`config.mk`:
```
export PLATFORM = sky130hd
export DESIGN_NAME = boot_loader
export DESIGN_NICKNAME = d
export VERILOG_FILES = /design/src/rtl/boot_loader.sv
export SDC_FILE = /design/constraint.sdc
export NUM_CORES = 1
export LEC_CHECK = 0
export CAP_MARGIN = 30
export CORE_MARGIN = 2
export CORE_UTILIZATION = 39
export DETAILED_ROUTE_END_ITERATION = 7
export GPL_TIMING_DRIVEN = 0
export PLACE_DENSITY = 0.71
export SKIP_CTS_REPAIR_TIMING = 1
export SLEW_MARGIN = 20
export SYNTH_ARGS = -nofsm -noshare
export SYNTH_HDL_FRONTEND = slang
export SYNTH_SLANG_ARGS = --single-unit
```
`constraint.sdc`:
```
create_clock -name clk -period 7.1 [get_ports clk]
set_input_delay 0.71 -clock clk [delete_from_list [all_inputs] [get_ports clk]]
set_output_delay 0.71 -clock clk [all_outputs]
set_load 0.005 [all_outputs]
```
`src/rtl/boot_loader.sv`:
```
// Framed byte-stream loader for the 16-word CPU RAM.
// Optional trailing XOR checksum byte: define BOOT_CHECKSUM_EN.
module boot_loader #(
  parameter int DEPTH     = 16,
  parameter int BASE_ADDR = 0
) (
  input  logic        clk,
  input  logic        rst,
  input  logic        start,
  input  logic [7:0]  byte_in,
  input  logic        byte_valid,
  output logic        byte_ready,
  output logic        RAM_load,
  output logic [15:0] RAM_data,
  output logic [15:0] RAM_addr,
  output logic        busy,
  output logic        done,
  output logic        error,
  output logic [15:0] words_loaded
);

  localparam logic [15:0] LIMIT = 16'(DEPTH - BASE_ADDR);
  localparam logic [15:0] BASE  = 16'(BASE_ADDR);

  typedef enum logic [3:0] {
    S_IDLE,
    S_HDR_HI,
    S_HDR_LO,
    S_DATA_HI,
    S_DATA_LO,
    S_WRITE,
`ifdef BOOT_CHECKSUM_EN
    S_CKSUM,
`endif
    S_DONE,
    S_ERROR
  } state_t;

  state_t      state;
  state_t      state_nx;
  logic [7:0]  hi_q;
  logic [15:0] count_q;
  logic [15:0] words_q;
  logic [15:0] data_q;
  logic        xfer;
  logic        can_start;
  logic [15:0] hdr;
  logic [15:0] wl_inc;
`ifdef BOOT_CHECKSUM_EN
  logic [7:0]  xsum_q;
`endif

  assign xfer      = byte_valid && byte_ready;
  assign hdr       = {hi_q, byte_in};
  assign wl_inc    = words_q + 16'd1;
  assign can_start = (state == S_IDLE) || (state == S_DONE) ||
                     (state == S_ERROR);

  // State register.
  always_ff @(posedge clk or posedge rst) begin
    if (rst) state <= S_IDLE;
    else     state <= state_nx;
  end

  // Next-state logic and state-decoded outputs.
  always_comb begin
    state_nx   = state;
    byte_ready = 1'b0;
    RAM_load   = 1'b0;
    busy       = 1'b1;
    done       = 1'b0;
    error      = 1'b0;
    unique case (state)
      S_IDLE: begin
        busy = 1'b0;
        if (start) state_nx = S_HDR_HI;
      end
      S_DONE: begin
        busy = 1'b0;
        done = 1'b1;
        if (start) state_nx = S_HDR_HI;
      end
      S_ERROR: begin
        busy  = 1'b0;
        error = 1'b1;
        if (start) state_nx = S_HDR_HI;
      end
      S_HDR_HI: begin
        byte_ready = 1'b1;
        if (xfer) state_nx = S_HDR_LO;
      end
      S_HDR_LO: begin
        byte_ready = 1'b1;
        if (xfer) begin
          if (hdr == 16'd0)     state_nx = S_DONE;
          else if (hdr > LIMIT) state_nx = S_ERROR;
          else                  state_nx = S_DATA_HI;
        end
      end
      S_DATA_HI: begin
        byte_ready = 1'b1;
        if (xfer) state_nx = S_DATA_LO;
      end
      S_DATA_LO: begin
        byte_ready = 1'b1;
        if (xfer) state_nx = S_WRITE;
      end
      S_WRITE: begin
        RAM_load = 1'b1;
        if (wl_inc == count_q) begin
`ifdef BOOT_CHECKSUM_EN
          state_nx = S_CKSUM;
`else
          state_nx = S_DONE;
`endif
        end else begin
          state_nx = S_DATA_HI;
        end
      end
`ifdef BOOT_CHECKSUM_EN
      S_CKSUM: begin
        byte_ready = 1'b1;
        if (xfer) state_nx = (byte_in == xsum_q) ? S_DONE : S_ERROR;
      end
`endif
      default: state_nx = S_IDLE;
    endcase
  end

  // Header capture, word assembly and write counter.
  always_ff @(posedge clk or posedge rst) begin
    if (rst) begin
      hi_q    <= 8'd0;
      count_q <= 16'd0;
      words_q <= 16'd0;
      data_q  <= 16'd0;
    end else begin
      if (can_start && start) words_q <= 16'd0;
      if (xfer && state == S_HDR_HI) hi_q <= byte_in;
      if (xfer && state == S_HDR_LO) count_q <= hdr;
      if (xfer && state == S_DATA_HI) data_q[15:8] <= byte_in;
      if (xfer && state == S_DATA_LO) data_q[7:0] <= byte_in;
      if (state == S_WRITE) words_q <= wl_inc;
    end
  end

`ifdef BOOT_CHECKSUM_EN
  // Running XOR over data bytes only.
  always_ff @(posedge clk or posedge rst) begin
    if (rst) begin
      xsum_q <= 8'd0;
    end else begin
      if (can_start && start) xsum_q <= 8'd0;
      else if (xfer && (state == S_DATA_HI || state == S_DATA_LO))
        xsum_q <= xsum_q ^ byte_in;
    end
  end
`endif

  assign RAM_data     = data_q;
  assign RAM_addr     = BASE + words_q;
  assign words_loaded = words_q;

endmodule

```
### After elaboration in Yosys (flattened, before gate mapping)

Cells that the tools add are included.

* multiplexer cells: 16
* magnitude comparators: 1
* reduce and logical (&&, ||, !) cells: 14
* eq/ne operators: 13
* add/sub/neg operators: 1

Operator list (count)
* $mux 16: 2
* $pmux 4 s6: 1
* $mux 4: 5
* $add 16x1->16 const B: 1
* $eq 16x16->1: 1
* $eq 4x3->1 const B: 4
* $gt 16x5->1 const B: 1
* $logic_not 16->1: 1
* $mux 3: 3
* $eq 4x2->1 const B: 2
* $ne 2x2->1 const B: 4
* $logic_and 1x1->1: 6
* $mux 1: 5
* $reduce_and 5->1: 1
* $eq 4x1->1 const B: 1
* $logic_not 4->1: 1
* $reduce_or 4->1: 1
* $reduce_or 3->1: 1
* $logic_or 1x1->1: 2
* $ne 2x1->1 const B: 1
* $reduce_bool 2->1: 1

* output and inout port bits: 53
* flip-flop bits (word level): 60
* input port bits: 12
* word-level logic and storage cells: 51

### Depth between registers and ports, before layout

Gate-level depths: netlist (run 1).

* depth after elaboration: 6
* depth in mapped cells: 9

### Worst setup path after synthesis (run 1)

OpenSTA, ideal clock, no wires.

* path type: register to register
* start point: register words_q[0] (netlist: words_loaded[0])
* end point: register state[2]
* arrival: 2.235 ns
* clock period less this slack: 2.320 ns
* cell stages (with the launch flop): 10
* setup time: 0.084 ns
* setup slack: 4.780 ns
* cell sequence: dfrtp_1 -> ha_1 -> nand3_1 -> or3_1 -> buf_2 -> xor2_1 -> o32a_1 -> nand4_1 -> o41a_1 -> o22ai_2

* longest elaborated chain between the ends: 4

RTL lines
* start, declared: line 43 `logic [15:0] words_q;`
* start signal, assigned: line 143 `if (state == S_WRITE) words_q <= wl_inc;`
* $add 16x1->16: line 55 `assign wl_inc = words_q + 16'd1;`
* $eq 16x16->1: line 110 `if (wl_inc == count_q) begin`
* $mux 3: line 110
* $pmux 4 s6: line 73 `unique case (state)`
* end signal, assigned: line 62 `else state <= state_nx;`
* end, declared: line 39 `state_t state;`

No other way between the ends.
A chain may end at the register's enable or synchronous reset.

### Worst setup path after layout (run 1)

* start point: register state[1]
* end point: output port RAM_load

* longest elaborated chain between the ends: 2

RTL lines
* $eq 4x3->1: line 73
* $mux 1: line 73
* end, declared: line 13 `output logic RAM_load,`

No other way between the ends.

==> results of run 1 <==
[critical path: stages, from the launching register on]
cell	delay, ns
dfrtp_1	0.45
clkbuf_8	0.20
nor2_1	0.12
nand2_1	0.27
inv_1	0.15
clkbuf_1	0.45
clkdlybuf4s50_1	0.61
[cell type report]
class / count / area [um2] / share of cell area
multi-input combinational: 201 / 1510 / 0.3608
sequential: 59 / 1476 / 0.3528
timing repair buffer: 64 / 640.6 / 0.1531
buffer: 27 / 198.9 / 0.04753
clock buffer: 12 / 145.1 / 0.03468
tap: 105 / 131.4 / 0.03139
clock inverter: 4 / 50.05 / 0.01196
inverter: 8 / 32.53 / 0.007773
[cell usage after synthesis, types with 3 or more instances]
| library cell | instances | area (um2) |
|---|---|---|
| or3_1 | 4 | 25.02 |
| o21ai_0 | 20 | 100.1 |
| xor2_1 | 5 | 43.79 |
| buf_4 | 16 | 120.1 |
| nand4_1 | 3 | 18.77 |
| inv_1 | 8 | 30.03 |
| nor3_1 | 4 | 20.02 |
| dfrtp_1 | 59 | 1476 |
| nor2_1 | 22 | 82.58 |
| mux2i_1 | 3 | 30.03 |
| a21oi_1 | 9 | 45.04 |
| and3_1 | 3 | 18.77 |
| o31ai_1 | 7 | 52.55 |
| nand2_1 | 19 | 71.32 |
| nor4_1 | 6 | 37.54 |
| nand3_1 | 6 | 30.03 |
| xnor2_1 | 20 | 175.2 |
| clkbuf_1 | 5 | 18.77 |
| mux2_2 | 40 | 450.4 |
[routing by layer]
metal | vias up | global-route usage
met2 | 79 | 0.2701
met3 | 7 | 0.05188
li1 | 1195 | -
met5 | - | 0
met1 | 1214 | 0.2421
met4 | 0 | 0.04589
[state kept, by name (all words and copies together), names as in the netlist]
register	cells
words_loaded	16
RAM_data	16
state	3
hi_q	8
count_q	16
[final timing paths]
check | to | cells past startpoint
max in group asynchronous | words_loaded[4] | 2
min in group asynchronous | RAM_data[12] | 2
min reg2reg | RAM_data[12] | 2
max reg2reg | state[2] | 9
min | RAM_data[12] | 2
max | RAM_load | 6
[power groups by stage]
stage,combinational (mW),clock [mW],sequential (mW)
global placement,0.610,0,0.569
global route,0.685,0.329,0.589
floorplan,0.405,0,0.552
CTS,0.631,0.312,0.569
finish,0.626,0.302,0.568
detailed placement,0.626,0,0.574
[logic make-up after synthesis]
family | after synthesis | synth area share
AO/OA/AOI/OAI | 50 | 0.1035
XOR/XNOR | 26 | 0.07315
adder cells (fa/ha/maj) | 2 | 0.007781
buffers and inverters | 35 | 0.07121
flip-flops | 59 | 0.4591
multiplexers | 43 | 0.1494
AND/OR/NAND/NOR | 80 | 0.1358
[metrics by stage]
step,worst slack [ns],cell area (um2)
after floorplan,4.780,3216
after global placement,3.879,3988
after detailed placement,4.217,3990
after CTS,3.832,4185
after global routing,3.661,4185
final,3.791,4185
==> flow_metrics.env, run 1 <==
export IMPL_insertion_delay_ns=0.34
export IMPL_io_pins=65
export IMPL_synth_main_ff_cell="dfrtp_1"
export IMPL_via_per_inst=5.198
export IMPL_numPortBuffers=64
export IMPL_setup_worst_path_start="state[1]"
export IMPL_grt_pass1_vias=2366
export IMPL_gp_congestion=0.8431
export IMPL_yosys_warnings=0
export IMPL_diodes=0
export IMPL_crit_required_ns=6.39
export IMPL_cp_start_kind="flop"
export IMPL_first_pass_iters=4
export IMPL_finalNonFillerCells=480
export IMPL_fillers=754
export IMPL_finalPower_mw=1.497
export IMPL_grt_first_pass_wirelength_um=12140
export IMPL_grt_max_degree=60
export IMPL_htree_levels=3
export IMPL_status="finished, final reports clean"
export IMPL_die_area_um2=8987
export IMPL_fin_skew_ns=0.007964
export IMPL_topRoutingLayerUsed="met4"
export IMPL_p_sw_frac=0.3248
export IMPL_met2_length_um=3384
export IMPL_synth_seq_area_share=0.4591
export IMPL_crit_reg2reg_launch="words_loaded[0]"
export IMPL_placedCellCount=464
export IMPL_start_util=0.3973
export IMPL_synthCells=295
export IMPL_crit_arrival_ns=2.60
export IMPL_netlist_area_um2=3216
export IMPL_dr_first_iter_drc_count=151
export IMPL_ys_ff_latch=59
export IMPL_fp_dieW_um=94.80
export IMPL_finalMaxSlewViolations=0
export IMPL_cts_tree="done"
export IMPL_max_slew_worst_pin_slew_ns=0.8884
export IMPL_seqPwrFrac=0.379
export IMPL_wl_per_cell_um=14.93
export IMPL_drive_above_1_share=0.2427
export IMPL_crit_type="reg -> out"
export IMPL_period_needed_ns=3.309
export IMPL_synth_edf_count=0
export IMPL_cts_buffers=9
export IMPL_synth_cell_types=50
export IMPL_ir_drop_mv=0.2340
export IMPL_fp_coreArea_um2=8093
export IMPL_rsz0062_at_grt="no"
export IMPL_die_y_um=94.80
export IMPL_p_clk_frac=0.202
export IMPL_drcViolationCount=0
export IMPL_timing_hold_ws_ns=0.4969
export IMPL_final_net_count=384
export IMPL_async_reset_ff_frac=1.000
export IMPL_p_comb_frac=0.419
export IMPL_post_route_util=0.5172
export IMPL_min_period_over_period=0.4661
export IMPL_slew_limit_headroom=0.4032
export IMPL_hpwl_um=5222
export IMPL_met1_length_um=3307
export IMPL_regToRegSetupSlack_ns=4.45
export IMPL_setup_viol=0
export IMPL_num_vias=2495
export IMPL_critPathCaptureType="primary output"
export IMPL_finalHoldViolCount=0
export IMPL_wl_um=7168
export IMPL_num_rows=33
export IMPL_syn_num_nets=309
export IMPL_final_cell_mix="64 x clkdlybuf4s50_1, 59 x dfrtp_1, 40 x mux2_2"
export IMPL_timing_max_cap_violations=0
export IMPL_tns_ns=0
export IMPL_overflow=0
export IMPL_final_common_cell="clkdlybuf4s50_1"
export IMPL_hp_start="RAM_data[12]"
export IMPL_power_leakage_nw=1.684
export IMPL_grt_use_total=0.1753
export IMPL_synthToLayoutAreaGrowth_pct=30.16
export IMPL_p_per_area_nw_per_um2=357.6
export IMPL_fmax_mhz=302.2
export IMPL_clock_sinks=59
export IMPL_antenna_found_initial=0
export IMPL_netSwitchingPower_uw=486.1
export IMPL_met3_length_um=407
export IMPL_clk_pin_slew_worst_paths_ns=0.07
export IMPL_hold_path_class="reg -> reg"
export IMPL_ant_nets=0
export IMPL_path_max_fanout=10
export IMPL_root_buffer="clkbuf_8"
export IMPL_cts_max_path_buffers=2
export IMPL_synth_area_per_cell_um2=10.90
export IMPL_internal_power_mw=1.011
No activity file was read; power rests on OpenSTA's default activity.
==> inputs of run 2 (changes only) <==
clock period = 3.4 ns   (was 7.1 ns; I/O delays follow)
==> results of run 2 <==
Same layout as run 1 (identical final DEF). Status: finished, final reports clean.
Main changes from that run: setup slack after placement 4.217 ns -> 0.7895 ns; setup slack after layout 3.791 ns -> 0.4607 ns; hold slack 0.4969 ns -> 0.4806 ns; register-to-register setup slack 4.45 ns -> 0.75 ns; total power 1.497 mW -> 3.126 mW; worst IR drop on VDD 0.2340 mV -> 0.4887 mV
==> inputs of run 3 (changes only) <==
SLEW_MARGIN = 0   (was 20)
==> run 3 against run 2 <==
Fmax up 1.5%. Utilization up 0.12 points. Final area up 0.24%. Non-clock buffer count up 1. Clock skew down 0.0011 ns. Cell count up 0.21%. Via count up 0.56%. Critical path type unchanged. Critical endpoint unchanged.
==> flow_metrics.env, run 3 (same netlist as run 1, synthesis figures left out) <==
export IMPL_insertion_delay_ns=0.34
export IMPL_numPortBuffers=64
export IMPL_fin_skew_ns=0.006853
export IMPL_finalMaxSlewViolations=0
export IMPL_dr_first_iter_drc_count=127
export IMPL_ir_drop_mv=0.4613
export IMPL_cts_buffers=9
export IMPL_start_util=0.3973
export IMPL_fmax_mhz=345.2
export IMPL_grt_pass1_vias=2472
export IMPL_cts_max_path_buffers=2
export IMPL_rsz0062_at_grt="no"
export IMPL_fp_coreArea_um2=8093
export IMPL_diodes=0
export IMPL_fp_dieW_um=94.80
export IMPL_p_per_area_nw_per_um2=738.9
export IMPL_status="finished, final reports clean"
export IMPL_grt_max_degree=40
export IMPL_die_area_um2=8987
export IMPL_power_leakage_nw=1.690
export IMPL_drive_above_1_share=0.2500
export IMPL_final_area_um2=4195
export IMPL_root_buffer="clkbuf_8"
export IMPL_rr_worst_depth=9
export IMPL_cts_tree="done"
export IMPL_timing_max_cap_violations=0
export IMPL_final_net_count=385
export IMPL_grt_use_total=0.1820
export IMPL_post_route_util=0.5184
export IMPL_final_cell_mix="64 x clkdlybuf4s50_1, 59 x dfrtp_1, 40 x mux2_2"
export IMPL_wl_um=7383
export IMPL_crit_arrival_ns=2.56
export IMPL_num_vias=2509
export IMPL_hold_path_class="in -> async"
export IMPL_overflow=0
export IMPL_tns_ns=0
export IMPL_wl_per_cell_um=15.35
export IMPL_final_common_cell="clkdlybuf4s50_1"
export IMPL_min_period_over_period=0.8520
export IMPL_clk_pin_slew_worst_paths_ns=0.07
export IMPL_fillers=744
export IMPL_max_slew_worst_pin_slew_ns=0.8556
export IMPL_finalPower_mw=3.100
export IMPL_hpwl_um=5366
export IMPL_via_per_inst=5.216
export IMPL_period_needed_ns=2.897
export IMPL_clock_sinks=59
export IMPL_crit_required_ns=3.06
export IMPL_path_max_fanout=10
export IMPL_ant_nets=0
export IMPL_critPathCaptureType="primary output"
export IMPL_timing_hold_ws_ns=0.3386
export IMPL_dpl_instance_area_um2=4008
export IMPL_die_y_um=94.80
export IMPL_drcViolationCount=0
export IMPL_io_pins=65
export IMPL_setup_viol=0
export IMPL_first_pass_iters=4
export IMPL_slew_limit_headroom=0.4281
export IMPL_crit_type="reg -> out"
export IMPL_grt_first_pass_wirelength_um=12450
export IMPL_cp_start_kind="flop"
export IMPL_antenna_found_initial=0
export IMPL_finalHoldViolCount=0
export IMPL_synthToLayoutAreaGrowth_pct=30.47
export IMPL_htree_levels=3
export IMPL_gp_congestion=0.8431
export IMPL_num_rows=33
==> run 3: changes by cell type in the layout (fill, tap and decap cells not counted) <==
cell,change
buf_12,+1
bufinv_16,-1
clkbuf_1,-2
clkinv_2,-1
clkinv_4,+3
inv_2,+1
inv_4,-1
inv_6,+1
==> run 3: metal layers <==
layer  vias up  wire length [um]  global-route usage
met3         8               487             0.05906
met1      1214              3377              0.2426
met2        87              3445              0.2807
met5         -                 0                   0
met4         0                72             0.05918
li1       1200                 -                   -
==> run 3: power breakdown <==
group | leakage, nW | total, mW | switching [mW] | internal [mW]
Clock | 0.0891 | 0.605 | 0.315 | 0.290
Sequential | 0.743 | 1.18 | 0.212 | 0.973
Combinational | 0.858 | 1.31 | 0.528 | 0.782
==> run 3: final cells by class <==
cell class / instances / area [um2] / area share
Sequential cell: 59 / 1476 / 0.3519
Tap cell: 105 / 131.4 / 0.03132
Buffer: 27 / 198.9 / 0.04742
Timing Repair Buffer: 65 / 660.6 / 0.1575
Clock buffer: 10 / 137.6 / 0.03281
Inverter: 8 / 30.03 / 0.007158
Clock inverter: 6 / 50.05 / 0.01193
Multi-Input combinational cell: 201 / 1510 / 0.3600
==> run 3: worst paths after layout <==
| kind | startpoint | slack (ns) | to |
|---|---|---|---|
| worst max-delay path | state[1] | 0.50 | RAM_load |
| worst min-delay path | rst | 0.34 | RAM_data[1] |
| worst max register to register | words_loaded[0] | 0.73 | state[2] |
| worst min register to register | RAM_data[12] | 0.50 | RAM_data[12] |
| max in group asynchronous | rst | 2.49 | words_loaded[8] |
| min in group clk | RAM_data[12] | 0.50 | RAM_data[12] |
==> run 3: through the flow <==
| stage | setup slack [ns] | instances |
|---|---|---|
| 5_1_grt | 0.3098 | 481 |
| 6_report | 0.5033 | 481 |
| 4_1_cts | 0.4951 | 481 |
| 2_1_floorplan | 1.080 | 295 |
| 3_5_place_dp | 0.7825 | 465 |
| 3_3_place_gp | 0.5488 | 464 |
==> run 3: critical path, stage by stage (launching register included) <==
cell and delay, ns:
dfrtp_1 0.46, clkbuf_8 0.20, nor2_1 0.13, nand2_1 0.25, inv_1 0.13, clkbuf_1 0.44, clkdlybuf4s50_1 0.61
